==> src/rtl/prestore_multi.sv <==
// rtl/prestore_multi.sv - N_CH complex sig/mag pre-accumulator with phase-set bins
// Define PRESTORE_SUM_OUT_EN to expose raw lane sums (out_sum) and per-bin saturation flags (sat_flag).
module prestore_multi #(
    parameter int N_CH    = 2,
    parameter int ACC_W   = 16,
    parameter int PHASE_W = 32,
    parameter int DELAY_W = 32
) (
    input  logic                     clk,
    input  logic                     resetn,
    input  logic                     in_valid,
    input  logic [N_CH-1:0]          sig_i,
    input  logic [N_CH-1:0]          mag_i,
    input  logic [N_CH-1:0]          sig_q,
    input  logic [N_CH-1:0]          mag_q,
    input  logic                     ms_epoch,
    input  logic                     cfg_start,
    input  logic                     cfg_stop,
    input  logic                     cfg_sync,
    input  logic [DELAY_W-1:0]       cfg_delay,
    input  logic [PHASE_W-1:0]       cfg_step,
    input  logic [ACC_W-2:0]         cfg_thr,
    output logic [2*N_CH-1:0]        out_sig,
    output logic [2*N_CH-1:0]        out_mag,
    output logic                     out_valid,
    output logic                     busy,
    output logic [31:0]              bin_cnt
`ifdef PRESTORE_SUM_OUT_EN
    ,
    output logic [2*N_CH*ACC_W-1:0]  out_sum,
    output logic [2*N_CH-1:0]        sat_flag
`endif
);

    localparam int LANES = 2 * N_CH;
    localparam logic signed [ACC_W:0] MAXV = {2'b00, {(ACC_W-1){1'b1}}};
    localparam logic signed [ACC_W:0] V1   = (ACC_W+1)'(1);
    localparam logic signed [ACC_W:0] V3   = (ACC_W+1)'(3);
    localparam logic [DELAY_W-1:0]    ONE_D = DELAY_W'(1);

    typedef enum logic [1:0] {S_IDLE, S_ARMED, S_DELAY, S_RUN} state_t;

    state_t               state_q, state_d;
    logic [DELAY_W-1:0]   cnt_q, cnt_d;
    logic [PHASE_W-1:0]   phase_q, phase_d;
    logic                 carry;
    logic signed [ACC_W-1:0] acc_q [LANES];
    logic [LANES-1:0]     out_sig_q, out_mag_q;
    logic                 out_valid_q;
    logic [31:0]          bin_cnt_q;

    logic [LANES-1:0]     lane_sig, lane_mag;
    logic signed [ACC_W:0] sum_full [LANES];
    logic signed [ACC_W:0] sat_full [LANES];
    logic signed [ACC_W:0] abs_full [LANES];
    logic [LANES-1:0]     clamp, res_sig, res_mag;
    logic                 enter_run, advance;

    always_comb begin
        state_d = state_q;
        cnt_d   = cnt_q;
        case (state_q)
            S_IDLE: begin
                if (cfg_start) state_d = cfg_sync ? S_ARMED : S_RUN;
            end
            S_ARMED: begin
                if (ms_epoch) begin
                    if (cfg_delay == '0) begin
                        state_d = S_RUN;
                    end else begin
                        state_d = S_DELAY;
                        cnt_d   = cfg_delay;
                    end
                end
            end
            S_DELAY: begin
                // RUN lands cfg_delay cycles after the cycle following the epoch
                cnt_d = cnt_q - ONE_D;
                if (cnt_q <= ONE_D) state_d = S_RUN;
            end
            default: ;
        endcase
        if (cfg_stop) state_d = S_IDLE;
    end

    assign enter_run = (state_d == S_RUN) && (state_q != S_RUN);
    assign advance   = (state_q == S_RUN) && !cfg_stop && in_valid;
    assign {carry, phase_d} = {1'b0, phase_q} + {1'b0, cfg_step};

    always_comb begin
        for (int c = 0; c < N_CH; c++) begin
            lane_sig[2*c]   = sig_i[c];
            lane_mag[2*c]   = mag_i[c];
            lane_sig[2*c+1] = sig_q[c];
            lane_mag[2*c+1] = mag_q[c];
        end
    end

    always_comb begin
        for (int l = 0; l < LANES; l++) begin
            sum_full[l] = $signed({acc_q[l][ACC_W-1], acc_q[l]})
                        + (lane_sig[l] ? (lane_mag[l] ? -V3 : -V1) : (lane_mag[l] ? V3 : V1));
            clamp[l] = 1'b0;
            sat_full[l] = sum_full[l];
            if (sum_full[l] > MAXV) begin
                sat_full[l] = MAXV;
                clamp[l]    = 1'b1;
            end else if (sum_full[l] < -MAXV) begin
                sat_full[l] = -MAXV;
                clamp[l]    = 1'b1;
            end
            res_sig[l]  = sat_full[l][ACC_W];
            abs_full[l] = res_sig[l] ? -sat_full[l] : sat_full[l];
            res_mag[l]  = $unsigned(abs_full[l]) >= {2'b00, cfg_thr};
        end
    end

`ifdef PRESTORE_SUM_OUT_EN
    logic [LANES*ACC_W-1:0] out_sum_q;
    logic [LANES-1:0]       sat_flag_q, sat_seen_q;

    always_ff @(posedge clk or negedge resetn) begin
        if (!resetn) begin
            out_sum_q  <= '0;
            sat_flag_q <= '0;
            sat_seen_q <= '0;
        end else if (enter_run) begin
            sat_seen_q <= '0;
        end else if (advance) begin
            if (carry) begin
                sat_seen_q <= '0;
                sat_flag_q <= sat_seen_q | clamp;
                for (int l = 0; l < LANES; l++) begin
                    out_sum_q[l*ACC_W +: ACC_W] <= sat_full[l][ACC_W-1:0];
                end
            end else begin
                sat_seen_q <= sat_seen_q | clamp;
            end
        end
    end

    assign out_sum  = out_sum_q;
    assign sat_flag = sat_flag_q;
`endif

    always_ff @(posedge clk or negedge resetn) begin
        if (!resetn) begin
            state_q     <= S_IDLE;
            cnt_q       <= '0;
            phase_q     <= '0;
            out_sig_q   <= '0;
            out_mag_q   <= '0;
            out_valid_q <= 1'b0;
            bin_cnt_q   <= '0;
            for (int l = 0; l < LANES; l++) acc_q[l] <= '0;
        end else begin
            state_q     <= state_d;
            cnt_q       <= cnt_d;
            out_valid_q <= 1'b0;
            if (enter_run) begin
                phase_q   <= '0;
                bin_cnt_q <= '0;
                for (int l = 0; l < LANES; l++) acc_q[l] <= '0;
            end else if (advance) begin
                phase_q <= phase_d;
                if (carry) begin
                    // the carry sample is folded into the closing result
                    out_sig_q   <= res_sig;
                    out_mag_q   <= res_mag;
                    out_valid_q <= 1'b1;
                    bin_cnt_q   <= bin_cnt_q + 32'd1;
                    for (int l = 0; l < LANES; l++) acc_q[l] <= '0;
                end else begin
                    for (int l = 0; l < LANES; l++) acc_q[l] <= sat_full[l][ACC_W-1:0];
                end
            end
        end
    end

    assign out_sig   = out_sig_q;
    assign out_mag   = out_mag_q;
    assign out_valid = out_valid_q;
    assign busy      = (state_q != S_IDLE);
    assign bin_cnt   = bin_cnt_q;

endmodule
==> config.mk <==
export PLATFORM = sky130hd
export DESIGN_NAME = prestore_multi
export DESIGN_NICKNAME = d
export VERILOG_FILES = /design/src/rtl/prestore_multi.sv
export SDC_FILE = /design/constraint.sdc
export NUM_CORES = 1
export LEC_CHECK = 0
export ABC_AREA = 1
export BUFFER_PORTS_ARGS = -buffer_cell sky130_fd_sc_hd__clkbuf_2
export CORE_MARGIN = 10
export CORE_UTILIZATION = 50
export DETAILED_ROUTE_END_ITERATION = 10
export PLACE_DENSITY = 0.77
export SETUP_SLACK_MARGIN = 0.15
export SYNTH_ARGS = -nofsm -noshare
export SYNTH_HDL_FRONTEND = slang
export SYNTH_SLANG_ARGS = --single-unit
export TNS_END_PERCENT = 30
==> constraint.sdc <==
create_clock -name clk -period 10.25 [get_ports clk]
set_input_delay 0.5125 -clock clk [delete_from_list [all_inputs] [get_ports clk]]
set_output_delay 0.5125 -clock clk [all_outputs]
set_load 0.02 [all_outputs]
**After elaboration in Yosys (flattened, before gate mapping)**

Index checks and enable logic that the tools add are counted.

- Bitwise operators: 1
- Equality and inequality tests: 7
- Magnitude comparators: 13
- Reductions and logical operators: 13
- $add $sub $neg: 11
- Mux-type cells: 45

Operators with widths:

| operator | count |
|---|---|
| two-way mux 17 bit | 16 |
| two-way mux 32 bit | 7 |
| two-way mux 64 bit | 3 |
| adder 16 x 17 -> 17 bit | 4 |
| greater-or-equal comparator 17 x 15 -> 1 bit | 4 |
| greater-than comparator 17 x 16 -> 1 bit (second input constant) | 4 |
| < comparator 17 x 16 -> 1 bit (second input constant) | 4 |
| negation 17 bit | 4 |
| one-hot mux 32 bit (2 select lines) | 1 |
| adder 32 x 32 -> 33 bit | 1 |
| adder 32 x 1 -> 32 bit (second input constant) | 1 |
| <= comparator 32 x 1 -> 1 bit (second input constant) | 1 |
| zero test 32 bit | 1 |
| subtractor 32 x 1 -> 32 bit (second input constant) | 1 |
| two-way mux 2 bit | 13 |
| nonzero test 2 bit | 4 |
| == test 2 bit (second input constant) | 3 |
| != test 2 bit (second input constant) | 3 |
| one-hot mux 2 bit (3 select lines) | 1 |
| AND reduction 3 bit | 2 |
| two-way mux 1 bit | 4 |
| logical AND 1 bit | 3 |
| == test 2 x 1 -> 1 bit (second input constant) | 1 |
| zero test 2 bit | 1 |
| 3 further kinds | 3 |

- Register bits after elaboration: 171
- Input port bits: 94
- Logic and storage cells: 101
- Output and inout port bits: 42

**Logic depth before layout (Yosys ltp)**

- Depth after elaboration: 9
- Mapped depth: 40
- Depth with buffers taken out: 39

**Worst setup path before layout**

OpenSTA, ideal clock, no wires.

- Path kind: input-to-reg
- Start point: input port sig_i[0]
- End point: register out_mag_q[0] (netlist: out_mag[0])
- Stages on the path: 38
- Library setup time: 0.113 ns
- Buffers on the path: 1
- Required time: 10.137 ns
- Arrival: 4.812 ns
- Setup slack: 5.326 ns
- Path through: xnor2_1 > fa_1 > inv_1 > nand2_1 > nand2_1 > nand3_1 > nand2_1 > nand2_1 > nand2_1 > nand2_1 > a2111oi_0 > a41oi_1 > nand2_1 > ha_1 > clkbuf_1 > or2_2 > nand2_1 > inv_1 > [2 not listed] > inv_1 > nand4_1 > nor2_1 > nor2_1 > a21oi_1 > nand2_1 > o21ai_0 > ha_1 > a21oi_1 > nor2_1 > a211oi_1 > o211ai_1 > nor2_1 > nand2_1 > inv_1 > nand3_1 > nand2_1 > inv_1

- Cells in the longest elaborated chain, start to end: 8
- Elaborated cells on any way between the ends: 9
- Those cells by class: 2 x add/sub; 3 x order compare; 4 x mux

RTL lines:

| item | RTL line | RTL |
|---|---|---|
| start: declaration | 12 | `input logic [N_CH-1:0] sig_i,` |
| two-way mux 17 bit * | 102 | `+ (lane_sig[l] ? (lane_mag[l] ? -V3 : -V1) : (lane_mag[l] ? V3 : V1));` |
| adder 16 x 17 -> 17 bit * | 102 |  |
| < comparator 17 x 16 -> 1 bit | 108 | `end else if (sum_full[l] < -MAXV) begin` |
| two-way mux 17 bit | 108 |  |
| two-way mux 17 bit * | 105 | `if (sum_full[l] > MAXV) begin` |
| negation 17 bit | 113 | `abs_full[l] = res_sig[l] ? -sat_full[l] : sat_full[l];` |
| two-way mux 17 bit * | 113 |  |
| greater-or-equal comparator 17 x 15 -> 1 bit * | 114 | `res_mag[l] = $unsigned(abs_full[l]) >= {2'b00, cfg_thr};` |
| end signal: assignment | 169 | `out_mag_q <= res_mag;` |
| end: declaration | 48 | `logic [LANES-1:0] out_sig_q, out_mag_q;` |

Every way passes the cells marked *; elsewhere a longest branch is shown, timed or not.
A chain may end at the register's enable or synchronous reset.

**Worst setup path after layout**

- Start point: register acc_q[48] (netlist bit)
- End point: register out_mag_q[0] (netlist: out_mag[0])

- Cells in the longest elaborated chain, start to end: 7
- Elaborated cells on any way between the ends: 8
- Those cells by class: 2 x add/sub; 3 x order compare; 3 x mux

RTL lines:

| item | RTL line | RTL |
|---|---|---|
| start: declaration | 47 | `logic signed [ACC_W-1:0] acc_q [LANES];` |
| adder 16 x 17 -> 17 bit * | 102 |  |
| < comparator 17 x 16 -> 1 bit | 108 |  |
| two-way mux 17 bit | 108 |  |
| two-way mux 17 bit * | 105 |  |
| negation 17 bit | 113 |  |
| two-way mux 17 bit * | 113 |  |
| greater-or-equal comparator 17 x 15 -> 1 bit * | 114 |  |

Marks and branches as above.

==> flow_metrics.py <==
metrics = {
    "outcome": {
        "outcome": "complete, no violations",
    },
    "logic_synthesis": {
        "yosysWarnings": 0,
        "yosys.cell_count.top_type": "nand2_1",
        "synth.top_cell.area_share_pct": 24.9,
        "ys_types": 62,
        "synth_top_area_cell": "dfrtp_1",
        "synthTopCellsByCount": "nand2_1 (756), inv_1 (398), nor2_1 (259)",
        "syn-cell-area_sq_um": 17200,
        "synthCells": 2668,
        "synth_top_cells_by_area": "dfrtp_1 (25%), nand2_1 (16%), ha_1 (12%)",
        "synthFlopType": "dfrtp_1",
        "syn_nets": 2931,
        "ys_ff_latch": 171,
        "synth_edf_count": 0,
        "synthArstFlopShare_pct": 100,
        "yosysSeqAreaShare_pct": 24.9,
        "avgSynthCellArea_sq_um": 6.45,
    },
    "timing": {
        "layout_min_cycle_time_ns": 5.65,
        "rsz0062_at_grt": "false",
        "whs_ns": 0.159,
        "finalSetupViolCount": 0,
        "worst_pin_slew_ns": 1.07,
        "hold_viol": 0,
        "setup_ws_ns": 4.60,
        "clock.fmax_mhz": 177,
        "fin_crit_sh_pct": 55.1,
        "finalSetupTns_ns": 0,
        "slew_viol_final": 0,
        "slew_headroom_pct": 28.5,
        "skew_ns": 0.0122,
    },
    "power_and_ir_drop": {
        "power.leakage_nw": 10.4,
        "power_mw": 4.26,
        "peakVddDrop_mv": 0.155,
        "power_density_nw_per_um2": 226,
    },
    "place": {
        "hpwl_mm": 38.7,
        "placed_area_sq_um": 18300,
        "io_buffers": 135,
        "gp_congestion": 0.951,
        "dp_slack_ns": 4.33,
        "dp_cells": 3213,
    },
    "final_layout": {
        "final_cells": 3245,
        "final_cell_area_sq_um": 18900,
        "final_core_util_pct": 55.8,
        "fillers": 3324,
        "areaGrowthSynthToFinish_pct": 9.51,
        "final_nets": 3047,
        "diodes": 0,
        "drive_gt1_share_pct": 7.97,
    },
    "global_route": {
        "antenna_found_initial": 1,
        "grt_max_degree": 107,
        "grtUsageMet2_pct": 39.3,
        "met3_usage_pct": 3.32,
        "grt_usage_pct": 23.4,
        "grt.overflow.total": 0,
        "met1_usage_pct": 30.6,
        "grt_pass1_wl_mm": 82.5,
        "grt.busiest_layer": "met2",
        "grt_pass1_vias": 17300,
    },
    "cts": {
        "clk_pin_slew_worst_paths_ns": 0.08,
        "cts_sinks": 171,
        "cts.htree.levels": 4,
        "ctsHoldBuffers": 0,
        "clock_latency_ns": 0.46,
        "cts-buffers-inserted": 17,
        "cts_resized": 0,
        "cts_buffer_depth": 2,
        "root_buffer": "clkbuf_16",
        "postCtsSetupRepairBufs": 0,
        "cts_tree": "done",
    },
    "run": {
        "maxCapViolations": 0,
    },
    "worst_setup_path": {
        "critPathLaunchType": "flip-flop",
        "cpMostUsedCell": "nand2_1",
        "critPathCaptureType": "flip-flop",
        "r2r-end": "out_mag[0]",
        "critPathArrivalTime_ns": 6.01,
        "rrSetupSlack_ns": 4.60,
        "crit_fanout": 11,
        "reg2reg_depth": 37,
        "crit_required_ns": 10.61,
        "critPathSlowestCell": "fa_1",
        "crit_path_max_incr_delay_ns": 0.49,
        "worstSetupPathType": "reg -> reg",
        "r2r-start": "acc_q[48]",
    },
    "floorplan": {
        "pin_count": 136,
        "std_cell_rows": 67,
        "dieArea_sq_um": 42200,
        "die_x_um": 206,
        "start_util_pct": 51.0,
        "die_h_um": 206,
        "coreArea_sq_um": 33800,
    },
    "detailed_routing": {
        "routed_wl_mm": 49.9,
        "vias": 17900,
        "drcViolationCount": 0,
        "drt_iter0_markers": 1357,
        "drt-pass1-iter-count": 6,
        "viasPerCell": 5.52,
        "ant_nets": 0,
        "post_drt_wl_per_cell_um": 15.4,
    },
    "hold_path": {
        "hp-class": "in -> async",
    },
}
==> cells in the final DEF (no fill, tap or decap), drive strengths merged, types with 5 or more instances in the layout <==
master | netlist | final
xnor2 | 22 | 22
nand4 | 44 | 44
fa | 5 | 5
clkinv | 5 | 10
nand3 | 175 | 175
nor3 | 39 | 39
dfrtp | 171 | 171
nor2 | 266 | 266
o21ai | 171 | 171
a211oi | 8 | 8
clkbuf | 28 | 153
nand3b | 17 | 17
o22ai | 14 | 14
nand2 | 768 | 768
o221ai | 5 | 5
o21a | 10 | 10
o31ai | 10 | 10
xor2 | 60 | 60
o211ai | 12 | 12
a32o | 12 | 12
inv | 403 | 409
buf | 18 | 9
a21oi | 152 | 152
or2 | 8 | 8
o21bai | 5 | 5
nor4 | 19 | 19
a21o | 6 | 6
ha | 164 | 164
a31oi | 17 | 17
==> worst max-delay path: cells and delay by family, from the launching register on <==
kind	cells	cell delay [ns]
buf+inv	6	0.45
fa+ha+maj	4	1.30
simple gates	20	2.01
compound gates	7	1.31
flops	1	0.48
==> layout make-up <==
class / count / area [sq um] / area share (%)
multi-input combinational: 2043 / 11200 / 59.3
sequential: 171 / 4280 / 22.7
inverter: 408 / 1530 / 8.12
timing repair buffer: 143 / 742 / 3.94
tap: 448 / 561 / 2.97
clock buffer: 19 / 453 / 2.40
clock inverter: 13 / 108 / 0.571
==> layer usage <==
layer	wire length [um]	up-vias
met2	23100	559
met1	23000	8300
met4	1120	2
li1	-	8984
met5	13	-
met3	2630	83
==> cell families (layout without fill, tap and decap cells) <==
| logic type | Yosys count | after routing | synth area share [%] |
|---|---|---|---|
| simple gates | 1344 | 1344 | 32.9 |
| buf+inv | 454 | 583 | 10.2 |
| compound gates | 448 | 448 | 15.3 |
| flops | 171 | 171 | 24.9 |
| fa+ha+maj | 169 | 169 | 12.5 |
| xor+xnor | 82 | 82 | 4.30 |
==> report_power, final <==
group          switching (mW)  internal (mW)
logic                    1.75          0.934
registers               0.124          0.812
clock network           0.313          0.330
==> worst max path at each step <==
stage	start	endpoint	slack, ns	cells past startpoint
2_1_floorplan	sig_i[0]	out_mag[0]	5.33	38
5_1_grt	acc_q[48]	out_mag[0]	3.98	37
3_3_place_gp	sig_q[1]	out_mag[3]	4.36	29
6_report	acc_q[48]	out_mag[0]	4.60	37
4_1_cts	acc_q[48]	out_mag[0]	4.66	37
3_5_place_dp	sig_i[0]	out_mag[0]	4.33	38
==> registers in the layout (all words and copies together), names as in the netlist <==
name and flops:
cnt_q 32, state_q 2, out_valid 1, out_sig 4, acc_q 64, bin_cnt 32, out_mag 4, phase_q 32
Power figures use the tool's default switching activity.
